### src/rtl/melody_sequencer.sv
// melody_sequencer: plays a small note/duration table on the note-mux select code.
// Each non-zero-duration entry is held for dur tempo ticks, followed by GAP_TICKS silent ticks.
// Code 7 on note_select means silence.
// Optional build macro: MELODY_SEQUENCER_LOOP_EN (replay from entry 0 instead of finishing).
// Ports:
//   clk, rst (async, active-low)
//   start/stop     : playback control pulses, stop has priority
//   len            : number of valid entries, latched on accepted start (clamped to DEPTH)
//   wr_en/wr_addr/wr_note/wr_dur : table write port, usable at any time
//   note_select    : registered mux code, 7 when silent
//   busy/done      : playback active / one-cycle end-of-melody pulse
//   cur_idx        : index of the entry being played
module melody_sequencer #(
    parameter int unsigned CLK_HZ    = 100_000_000,
    parameter int unsigned TICK_HZ   = 1000,
    parameter int unsigned DEPTH     = 16,
    parameter int unsigned DUR_W     = 8,
    parameter int unsigned GAP_TICKS = 20,
    localparam int unsigned AW       = $clog2(DEPTH)
) (
    input  logic             clk,
    input  logic             rst,
    input  logic             start,
    input  logic             stop,
    input  logic [AW:0]      len,
    input  logic             wr_en,
    input  logic [AW-1:0]    wr_addr,
    input  logic [2:0]       wr_note,
    input  logic [DUR_W-1:0] wr_dur,
    output logic [3:0]       note_select,
    output logic             busy,
    output logic             done,
    output logic [AW-1:0]    cur_idx
);

    localparam int unsigned DIV = CLK_HZ / TICK_HZ;
    localparam int unsigned PW  = $clog2(DIV);
    localparam int unsigned GW  = $clog2(GAP_TICKS + 1);
    localparam int unsigned TW  = (DUR_W > GW) ? DUR_W : GW;

`ifdef MELODY_SEQUENCER_LOOP_EN
    localparam bit LOOP = 1'b1;
`else
    localparam bit LOOP = 1'b0;
`endif

    typedef enum logic [2:0] {
        S_IDLE = 3'd0,
        S_LOAD = 3'd1,
        S_NOTE = 3'd2,
        S_GAP  = 3'd3,
        S_DONE = 3'd4
    } state_e;

    // Melody table: not reset, written from the board side at any time.
    logic [2:0]       note_mem [DEPTH];
    logic [DUR_W-1:0] dur_mem  [DEPTH];

    always_ff @(posedge clk) begin
        if (wr_en) begin
            note_mem[wr_addr] <= wr_note;
            dur_mem[wr_addr]  <= wr_dur;
        end
    end

    state_e           state_q, state_d;
    logic [AW:0]      idx_q, idx_d;
    logic [AW:0]      len_q, len_d;
    logic [DUR_W-1:0] dur_q, dur_d;
    logic [PW-1:0]    presc_q, presc_d;
    logic [TW-1:0]    tick_q, tick_d;
    logic [3:0]       note_select_q, note_select_d;
    logic             busy_q, busy_d;
    logic             done_q, done_d;

    logic [2:0]       rd_note;
    logic [DUR_W-1:0] rd_dur;
    logic             tick_end;
    logic [AW:0]      idx_inc;
    logic [AW:0]      adv_idx;
    state_e           adv_state;

    assign rd_note = note_mem[idx_q[AW-1:0]];
    assign rd_dur  = dur_mem[idx_q[AW-1:0]];

    // Next-state, counters and registered-output values
    always_comb begin
        state_d       = state_q;
        idx_d         = idx_q;
        len_d         = len_q;
        dur_d         = dur_q;
        presc_d       = presc_q;
        tick_d        = tick_q;
        note_select_d = note_select_q;

        tick_end = (presc_q == PW'(DIV - 1));
        idx_inc  = idx_q + (AW + 1)'(1);

        // Step to the following entry: next LOAD, or end / wrap after the last one
        adv_idx   = idx_inc;
        adv_state = S_LOAD;
        if (idx_inc >= len_q) begin
            if (LOOP) adv_idx   = '0;
            else      adv_state = S_DONE;
        end

        unique case (state_q)
            S_IDLE: begin
                if (start) begin
                    state_d = S_LOAD;
                    idx_d   = '0;
                    len_d   = (len > (AW + 1)'(DEPTH)) ? (AW + 1)'(DEPTH) : len;
                end
            end
            S_LOAD: begin
                // Only reachable with idx >= len when the latched length is zero
                if (idx_q >= len_q) begin
                    state_d = S_DONE;
                end else if (rd_dur == '0) begin
                    state_d = adv_state;
                    idx_d   = adv_idx;
                end else begin
                    state_d       = S_NOTE;
                    dur_d         = rd_dur;
                    note_select_d = {1'b0, rd_note};
                    presc_d       = '0;
                    tick_d        = '0;
                end
            end
            S_NOTE: begin
                presc_d = tick_end ? '0 : presc_q + PW'(1);
                if (tick_end) begin
                    tick_d = tick_q + TW'(1);
                    if ((tick_q + TW'(1)) == TW'(dur_q)) begin
                        tick_d = '0;
                        if (GAP_TICKS == 0) begin
                            state_d = adv_state;
                            idx_d   = adv_idx;
                        end else begin
                            state_d = S_GAP;
                        end
                    end
                end
            end
            S_GAP: begin
                presc_d = tick_end ? '0 : presc_q + PW'(1);
                if (tick_end) begin
                    tick_d = tick_q + TW'(1);
                    if ((tick_q + TW'(1)) == TW'(GAP_TICKS)) begin
                        tick_d  = '0;
                        state_d = adv_state;
                        idx_d   = adv_idx;
                    end
                end
            end
            S_DONE: begin
                state_d = S_IDLE;
            end
            default: begin
                state_d = S_IDLE;
            end
        endcase

        // Abort wins over everything, including a simultaneous start
        if (stop) begin
            state_d = S_IDLE;
            presc_d = '0;
            tick_d  = '0;
        end

        if (state_d != S_NOTE) note_select_d = 4'd7;
        busy_d = (state_d != S_IDLE);
        done_d = (state_d == S_DONE);
    end

    always_ff @(posedge clk or negedge rst) begin
        if (!rst) begin
            state_q       <= S_IDLE;
            idx_q         <= '0;
            len_q         <= '0;
            dur_q         <= '0;
            presc_q       <= '0;
            tick_q        <= '0;
            note_select_q <= 4'd7;
            busy_q        <= 1'b0;
            done_q        <= 1'b0;
        end else begin
            state_q       <= state_d;
            idx_q         <= idx_d;
            len_q         <= len_d;
            dur_q         <= dur_d;
            presc_q       <= presc_d;
            tick_q        <= tick_d;
            note_select_q <= note_select_d;
            busy_q        <= busy_d;
            done_q        <= done_d;
        end
    end

    assign note_select = note_select_q;
    assign busy        = busy_q;
    assign done        = done_q;
    assign cur_idx     = idx_q[AW-1:0];

endmodule

### config.mk
export PLATFORM = sky130hd
export DESIGN_NAME = melody_sequencer
export DESIGN_NICKNAME = d
export VERILOG_FILES = /design/src/rtl/melody_sequencer.sv
export SDC_FILE = /design/constraint.sdc
export NUM_CORES = 1
export LEC_CHECK = 0
export BUFFER_PORTS_ARGS = -buffer_cell sky130_fd_sc_hd__buf_2
export CORE_MARGIN = 1.5
export CORE_UTILIZATION = 62
export DETAILED_ROUTE_END_ITERATION = 10
export PLACE_DENSITY = 0.87
export SLEW_MARGIN = 20
export SYNTH_ARGS = -nofsm -noshare
export SYNTH_HDL_FRONTEND = slang
export SYNTH_SLANG_ARGS = --single-unit
### constraint.sdc
create_clock -name clk -period 5 [get_ports clk]
set_input_delay 0.25 -clock clk [delete_from_list [all_inputs] [get_ports clk]]
set_output_delay 0.25 -clock clk [all_outputs]
set_load 0.005 [all_outputs]
==> results of run 1 <==
registers in the layout, indices dropped and copies added (netlist names), 3 cells and up:
register     cells
dur_q            8
note_select      3
idx_q            5
presc_q         17
state_q          3
len_q            5
tick_q           8
dur_mem        128
note_mem        48
critical path: stages (launching register included):
cell and delay (ns):
dfrtp_4 0.76, inv_1 0.16, ha_1 0.33, nand2b_1 0.15, a21o_1 0.19, a21o_1 0.17
a21o_1 0.19, a211oi_1 0.58, o211ai_4 0.36, a2111oi_1 1.08, nand2_1 0.13
worst min-delay path by stage:
stage	startpoint	cells past startpoint	end
after global routing	stop	2	presc_q[2]
after CTS	stop	2	presc_q[2]
after global placement	dur_q[3]	1	dur_q[3]
after floorplan	rst	0	busy
after detailed placement	rst	1	len_q[1]
final	stop	2	presc_q[2]
layout make-up:
| cell class | count | area share (%) |
|---|---|---|
| clock inverter | 14 | 1.13 |
| inverter | 16 | 0.530 |
| tap | 216 | 2.39 |
| timing repair buffer | 54 | 2.98 |
| multi-input combinational | 424 | 29.5 |
| sequential | 227 | 58.0 |
| clock buffer | 28 | 5.44 |
cells in the mapped netlist (6+ instances only):
cell type / instances
a211oi_1: 6
a21o_1: 6
a21oi_1: 19
a22oi_1: 21
a31oi_1: 7
and3_1: 9
buf_2: 12
buf_4: 8
clkbuf_1: 17
dfrtp_1: 48
edfxtp_1: 176
ha_1: 13
inv_1: 16
mux2i_1: 62
mux4_2: 25
nand2_1: 50
nand2b_1: 7
nand3_1: 33
nand3b_1: 6
nor2_1: 29
nor2b_1: 9
nor3_1: 11
o21ai_0: 24
or3_1: 16
xnor2_1: 10
power groups by stage:
stage               Clock [mW]  Combinational [mW]  Sequential, mW
floorplan                    0                1.02            2.21
global placement             0                1.16            2.32
detailed placement           0                1.21            2.33
CTS                       1.69                1.23            2.29
global route              1.76                1.35            2.31
finish                    1.68                1.25            2.29
kinds of logic (layout without fill, tap and decap cells):
logic type | Yosys count | in the layout | share of synthesized area (%)
other | 1 | 1 | 0.0370
XOR/XNOR | 15 | 15 | 1.30
AND/OR/NAND/NOR | 192 | 192 | 9.64
flip-flops | 227 | 227 | 64.8
AO/OA/AOI/OAI | 113 | 113 | 7.78
multiplexers | 90 | 90 | 12.0
buffers and inverters | 57 | 112 | 2.85
adder cells (fa/ha/maj) | 13 | 13 | 1.60
per-layer routing:
layer | wire length (um) | part of all wire [%] | vias to the layer above
li1 | - | - | 2804
met1 | 9020 | 39 | 3115
met2 | 11700 | 51 | 277
met3 | 1520 | 6.6 | 62
met4 | 743 | 3.2 | 0
met5 | 0 | 0 | -
what timing repair did:
action / 4_1_cts / 5_1_grt
endpoints found under the hold margin: 52 / 0
hold buffers: 5 / 0
buffers inserted: 0 / 0
gates resized for setup: 0 / 0
==> results.ini, run 1 <==
[job]
max-cap-violations = 0

[finish]
n_antenna_cell = 0
final_common_cell = edfxtp_1
drive_gt1_share_pct = 17.7
final_cells = 979
multi_input_area_sq_um = 3350
syn2layout_area_growth_pct = 11.8
seqCellArea_sq_um = 6570
fin_util_pct = 71.0
most-common-layout-cells = edfxtp_1, mux2i_1, nand2_1, dfrtp_1, nand3_1
fin_nets = 785
final_area_sq_um = 11300
fill_cells = 1001

[logic_synthesis]
synthDistinctLibCells = 60
syn_avg_cell_area_sq_um = 14.3
ys_warn_count = 0
syn_area_sq_um = 10100
synth_cells = 708
synth-seq-cells = 227
synth-edff-count = 176
synth_nets = 746
netlist.area_leader.share_pct = 52.1
synth_area_leaders = edfxtp_1, dfrtp_1, mux2i_1
async_flop_share_pct = 22.5
yosysSeqAreaShare_pct = 64.8
synthFlopType = edfxtp_1
synth_top_area_cell = edfxtp_1

[pwr]
p_switching_mw = 1.59
comb_power_share_pct = 24.0
clkPwrFrac_pct = 32.2
p_int_mw = 3.64
peakVddDrop_mv = 0.328
p_seq_share_pct = 43.8
switching_share_pct = 30.4
leakage_nw = 4.12
p_per_area_nw_per_um2 = 461
p_total_mw = 5.23

[worst_setup_path]
ff2ff_path_depth = 10
r2r_start = idx_q[0]
endpoint = note_select[0]
crit_fanout = 26
crit_required_ns = 5.40
rrSetupSlack_ns = 0.76
setup.worst_path.start_class = flip-flop
cp-end-kind = flip-flop
cp-startpoint = idx_q[0]
r2r_end = note_select[0]
crit_arrival_ns = 4.65
crit_type = flip-flop to flip-flop

[global_route]
grtUsageMet1_pct = 35.6
grt-busiest-layer = met2
grt_pass1_wl_mm = 35.5
grt_usage_pct = 28.2
met3_usage_pct = 5.25
use_met2_pct = 49.5
antenna_found_initial = 0
grt_pass1_vias = 6347
grt_overflow_total = 0
grt_max_degree = 52

[route]
drc = 0
drt_first_iter_violations = 776
vias_per_cell = 6.39
ant_nets = 0
routed_wl_mm = 23.0
wl_per_cell_um = 23.5
vias = 6258
first_pass_iters = 4

[cts]
cts-root-buf = clkbuf_16
clkLatencyLatePin_ns = 0.54
cts.clk_slew.worst_paths_ns = 0.06
htreeDepth = 1
cts.sinks = 227
cts_tree = built
clockBufferDepth = 3
numCtsBuffers = 24

[timing]
fin_hold_ws_ns = 0.00446
fin_worst_skew_ns = 0.0260
finalWorstSetupSlack_ns = 0.755
worstMarginPinSlew_ns = 1.17
fin_crit_sh_pct = 84.9
fin_setup_tns_ns = 0
rsz0062_at_grt = false
max_freq_mhz = 236
slew_headroom_pct = 21.6
min_period_ns = 4.24
setup_viol = 0
hold_viol = 0
slew_viol_final = 0

[placement]
dp_hpwl_mm = 14.0
dpl_cell_area_sq_um = 10500
io_buffer_count = 33
routabilityCongestion = 0.891
place_ws_ns = 0.787
placed_cells = 932

[floorplan]
design.die.area_sq_um = 17100
rows = 46
ios = 35
initial_core_util_pct = 63.6
core_sq_um = 15900
die_w_um = 131
die_h_um = 131

[min_path]
min_path_type = input pin to flip-flop

[run_status]
outcome = completed

Power figures use the tool's default switching activity.
==> run 2: changes to the inputs <==
Settings changed: ABC_AREA set to 1, CORE_UTILIZATION 62 to 56, PLACE_DENSITY 0.87 to 0.83.
Clock period 5 ns to 3.8 ns, I/O delays scaled along.
==> run 2 against run 1 <==
Clock-buffer cell count fell by 2. Register-to-register slack got worse by 0.09 ns. Final cell count rose by 46%. Largest power group unchanged. Wire length rose by 4.4%. Flip-flop and latch count did not move. Clock skew rose by 0.011 ns. Synthesized area rose by 5.6%. Combinational power rose by 3%. Highest routed layer unchanged.
==> results.ini, run 2 <==
[finish]
final_common_cell = nand2_1
syn2layout_area_growth_pct = 12.2
fin_nets = 1211  ; +54%
multi_input_area_sq_um = 3330  ; -0.60%
n_antenna_cell = 0  ; unchanged
most-common-layout-cells = nand2_1, edfxtp_1, inv_1, nand3_1, nor2_1
largest_reg_flops = 128  ; unchanged
max_flop_register = dur_mem
seqCellArea_sq_um = 6570  ; unchanged
drive_gt1_share_pct = 9.07  ; -8.6 points
reg_top3 = dur_mem: 128 flops, note_mem: 48 flops, presc_q: 17 flops
fill_cells = 1372  ; +37%

[cts]
cts-root-buf = clkbuf_16
cts.sinks = 227  ; unchanged
cts_setup_buffers = 0  ; unchanged
postCtsHoldBufs = 8  ; +3
clkLatencyLatePin_ns = 0.55  ; about the same
cts.clk_slew.worst_paths_ns = 0.06  ; about the same
ctsResizeCount = 0  ; unchanged
numCtsBuffers = 24  ; unchanged
htreeDepth = 1  ; unchanged
cts_tree = built
clockBufferDepth = 3  ; unchanged

[pwr]
p_seq_share_pct = 43.6  ; -0.2 points
peakVddDrop_mv = 0.470  ; +43%
leakage_nw = 5.08  ; +23%
switching_share_pct = 29.5  ; -0.88 points
p_switching_mw = 1.98  ; +24%
p_int_mw = 4.72  ; +30%
clkPwrFrac_pct = 37.2  ; +5.0 points
comb_power_share_pct = 19.2  ; -4.8 points
p_per_area_nw_per_um2 = 558  ; +21%

[global_route]
grt_pass1_vias = 7804  ; +23%
grt_overflow_total = 0  ; unchanged
grt_usage_pct = 24.8  ; -3.4 points
grt_pass1_wl_mm = 38.7  ; +9.2%
antenna_found_initial = 0  ; unchanged
grt_max_degree = 62  ; +19%

[timing]
rsz0062_at_grt = false
fin_worst_skew_ns = 0.0367  ; +0.0107 ns
max_freq_mhz = 319  ; +35%
slew_headroom_pct = 41.3  ; +20 points
slew_viol_final = 0  ; unchanged
fin_hold_ws_ns = 0.0158  ; +0.0113 ns
worstMarginPinSlew_ns = 0.877  ; -0.296 ns
fin_crit_sh_pct = 82.5  ; -2.4 points
fin_setup_tns_ns = 0  ; unchanged
setup_viol = 0  ; unchanged
hold_viol = 0  ; unchanged
min_period_ns = 3.14  ; -1.11 ns

[job]
max-cap-violations = 0  ; unchanged

[route]
drc = 0  ; unchanged
drt_first_iter_violations = 747  ; -3.7%
routed_wl_mm = 24.0  ; +4.4%
vias_per_cell = 5.56  ; -13%
first_pass_iters = 5  ; +1
wl_per_cell_um = 16.9  ; -28%
ant_nets = 0  ; unchanged
vias = 7929  ; +27%

[logic_synthesis]
synth_top_area_cell = edfxtp_1
synth_area_leaders = edfxtp_1, dfrtp_1, nand2_1
synth_nets = 1168  ; +57%
synth-edff-count = 176  ; unchanged
syn_avg_cell_area_sq_um = 9.47  ; -34%
synthDistinctLibCells = 38  ; -37%
synth-seq-cells = 227  ; unchanged
netlist.area_leader.share_pct = 49.4  ; -2.8 points
synth_commonest_cells = nand2_1, edfxtp_1, inv_1, nand3_1, nor2_1
yosysSeqAreaShare_pct = 61.3  ; -3.5 points
synth_most_common_cell = nand2_1
async_flop_share_pct = 22.5  ; unchanged
syn_area_sq_um = 10700  ; +5.6%
ys_warn_count = 0  ; unchanged
synth_cells = 1130  ; +60%
synthFlopType = edfxtp_1

[worst_setup_path]
ff2ff_path_depth = 15  ; +5
crit_fanout = 53  ; +100%
cp-startpoint = idx_q[0]
r2r_start = idx_q[0]
setup.worst_path.start_class = flip-flop
cp-end-kind = flip-flop
crit_required_ns = 4.24  ; -1.16 ns
crit_type = flip-flop to flip-flop
crit_arrival_ns = 3.57  ; -1.08 ns

[floorplan]
die_h_um = 141  ; +8.0%
initial_core_util_pct = 57.2  ; -6.3 points
die_w_um = 141  ; +8.0%
design.die.area_sq_um = 20000  ; +17%
rows = 50  ; +8.7%
core_sq_um = 18700  ; +17%
ios = 35  ; unchanged

[placement]
routabilityCongestion = 0.905  ; +1.5%
io_buffer_count = 33  ; unchanged
dp_hpwl_mm = 15.2  ; +8.5%

[min_path]
hp-start = wr_dur[6]
min_path_type = input pin to flip-flop
worstHoldPathCells = 1  ; -1

[run_status]
outcome = completed

## run 2: final cells by class
cell class	instances	share of cell area, %
repair buffers	65	3.54
clock buffers	26	5.06
flip-flops and latches	227	54.7
well taps	234	2.44
multi-input cells	709	27.7
clock inverters	18	1.99
inverters	146	4.58
## run 2: stage by stage
| stage | worst slack, ns | util [%] | area (sq um) | total power, mW | instances |
|---|---|---|---|---|---|
| after global routing | 0.313 | 64.2 | 12000 | 7.01 | 1425 |
| after detailed placement | 0.710 | 59.3 | 11100 | 4.22 | 1373 |
| final | 0.664 | 64.2 | 12000 | 6.70 | 1425 |
| after CTS | 0.688 | 64.2 | 12000 | 6.70 | 1425 |
| after global placement | 0.838 | 59.2 | 11100 | 4.17 | 1373 |
| after floorplan | 1.09 | - | 10700 | 3.93 | 1130 |
## run 2: worst paths after layout
check	endpoint	slack (ns)
worst min-delay path	dur_mem[14][6]	0.02
max in group asynchronous	idx_q[0]	3.01
worst max-delay path	tick_q[0]	0.66
min in group asynchronous	tick_q[1]	0.31
worst min register to register	dur_q[4]	0.51
worst max register to register	tick_q[0]	0.66
## run 2: layer usage
layer,part of all wire (%),wire [um],track usage [%]
met4,3.9,932,11.7
met2,50,11900,42.6
met3,7.5,1800,3.85
met1,39,9390,31.0
met5,0,0,0
## run 2: cells by family (layout without fill, tap and decap cells)
family | after synthesis | count (layout) | share of synthesized area [%]
other | 1 | 1 | 0.0350
buffers and inverters | 194 | 255 | 7.70
AOI/OAI and AO/OA | 115 | 115 | 5.80
adders and majority gates | 13 | 13 | 1.52
xor gates and xnor gates | 15 | 15 | 1.23
DFF | 227 | 227 | 61.3
and+or+nand+nor | 565 | 565 | 22.4
## run 2: critical path: stages (launching register included)
cell	delay, ns
dfrtp_4	0.78
buf_4	0.53
o21ai_0	0.20
nand2_1	0.09
nand2_1	0.05
nand2_1	0.07
nand3_1	0.09
nand2_1	0.16
nand2_1	0.07
nor2_1	0.12
nand2_1	0.12
nand2_2	0.18
nand2_2	0.20
nand2_4	0.21
nand2_1	0.08
o21ai_0	0.08
## run 2: power by group through the flow
stage               clock network (mW)  logic [mW]  registers [mW]
global placement                     0        1.21            2.96
global route                      2.61        1.46            2.94
detailed placement                   0        1.25            2.97
CTS                               2.50        1.28            2.92
finish                            2.49        1.29            2.92
floorplan                            0        1.04            2.89
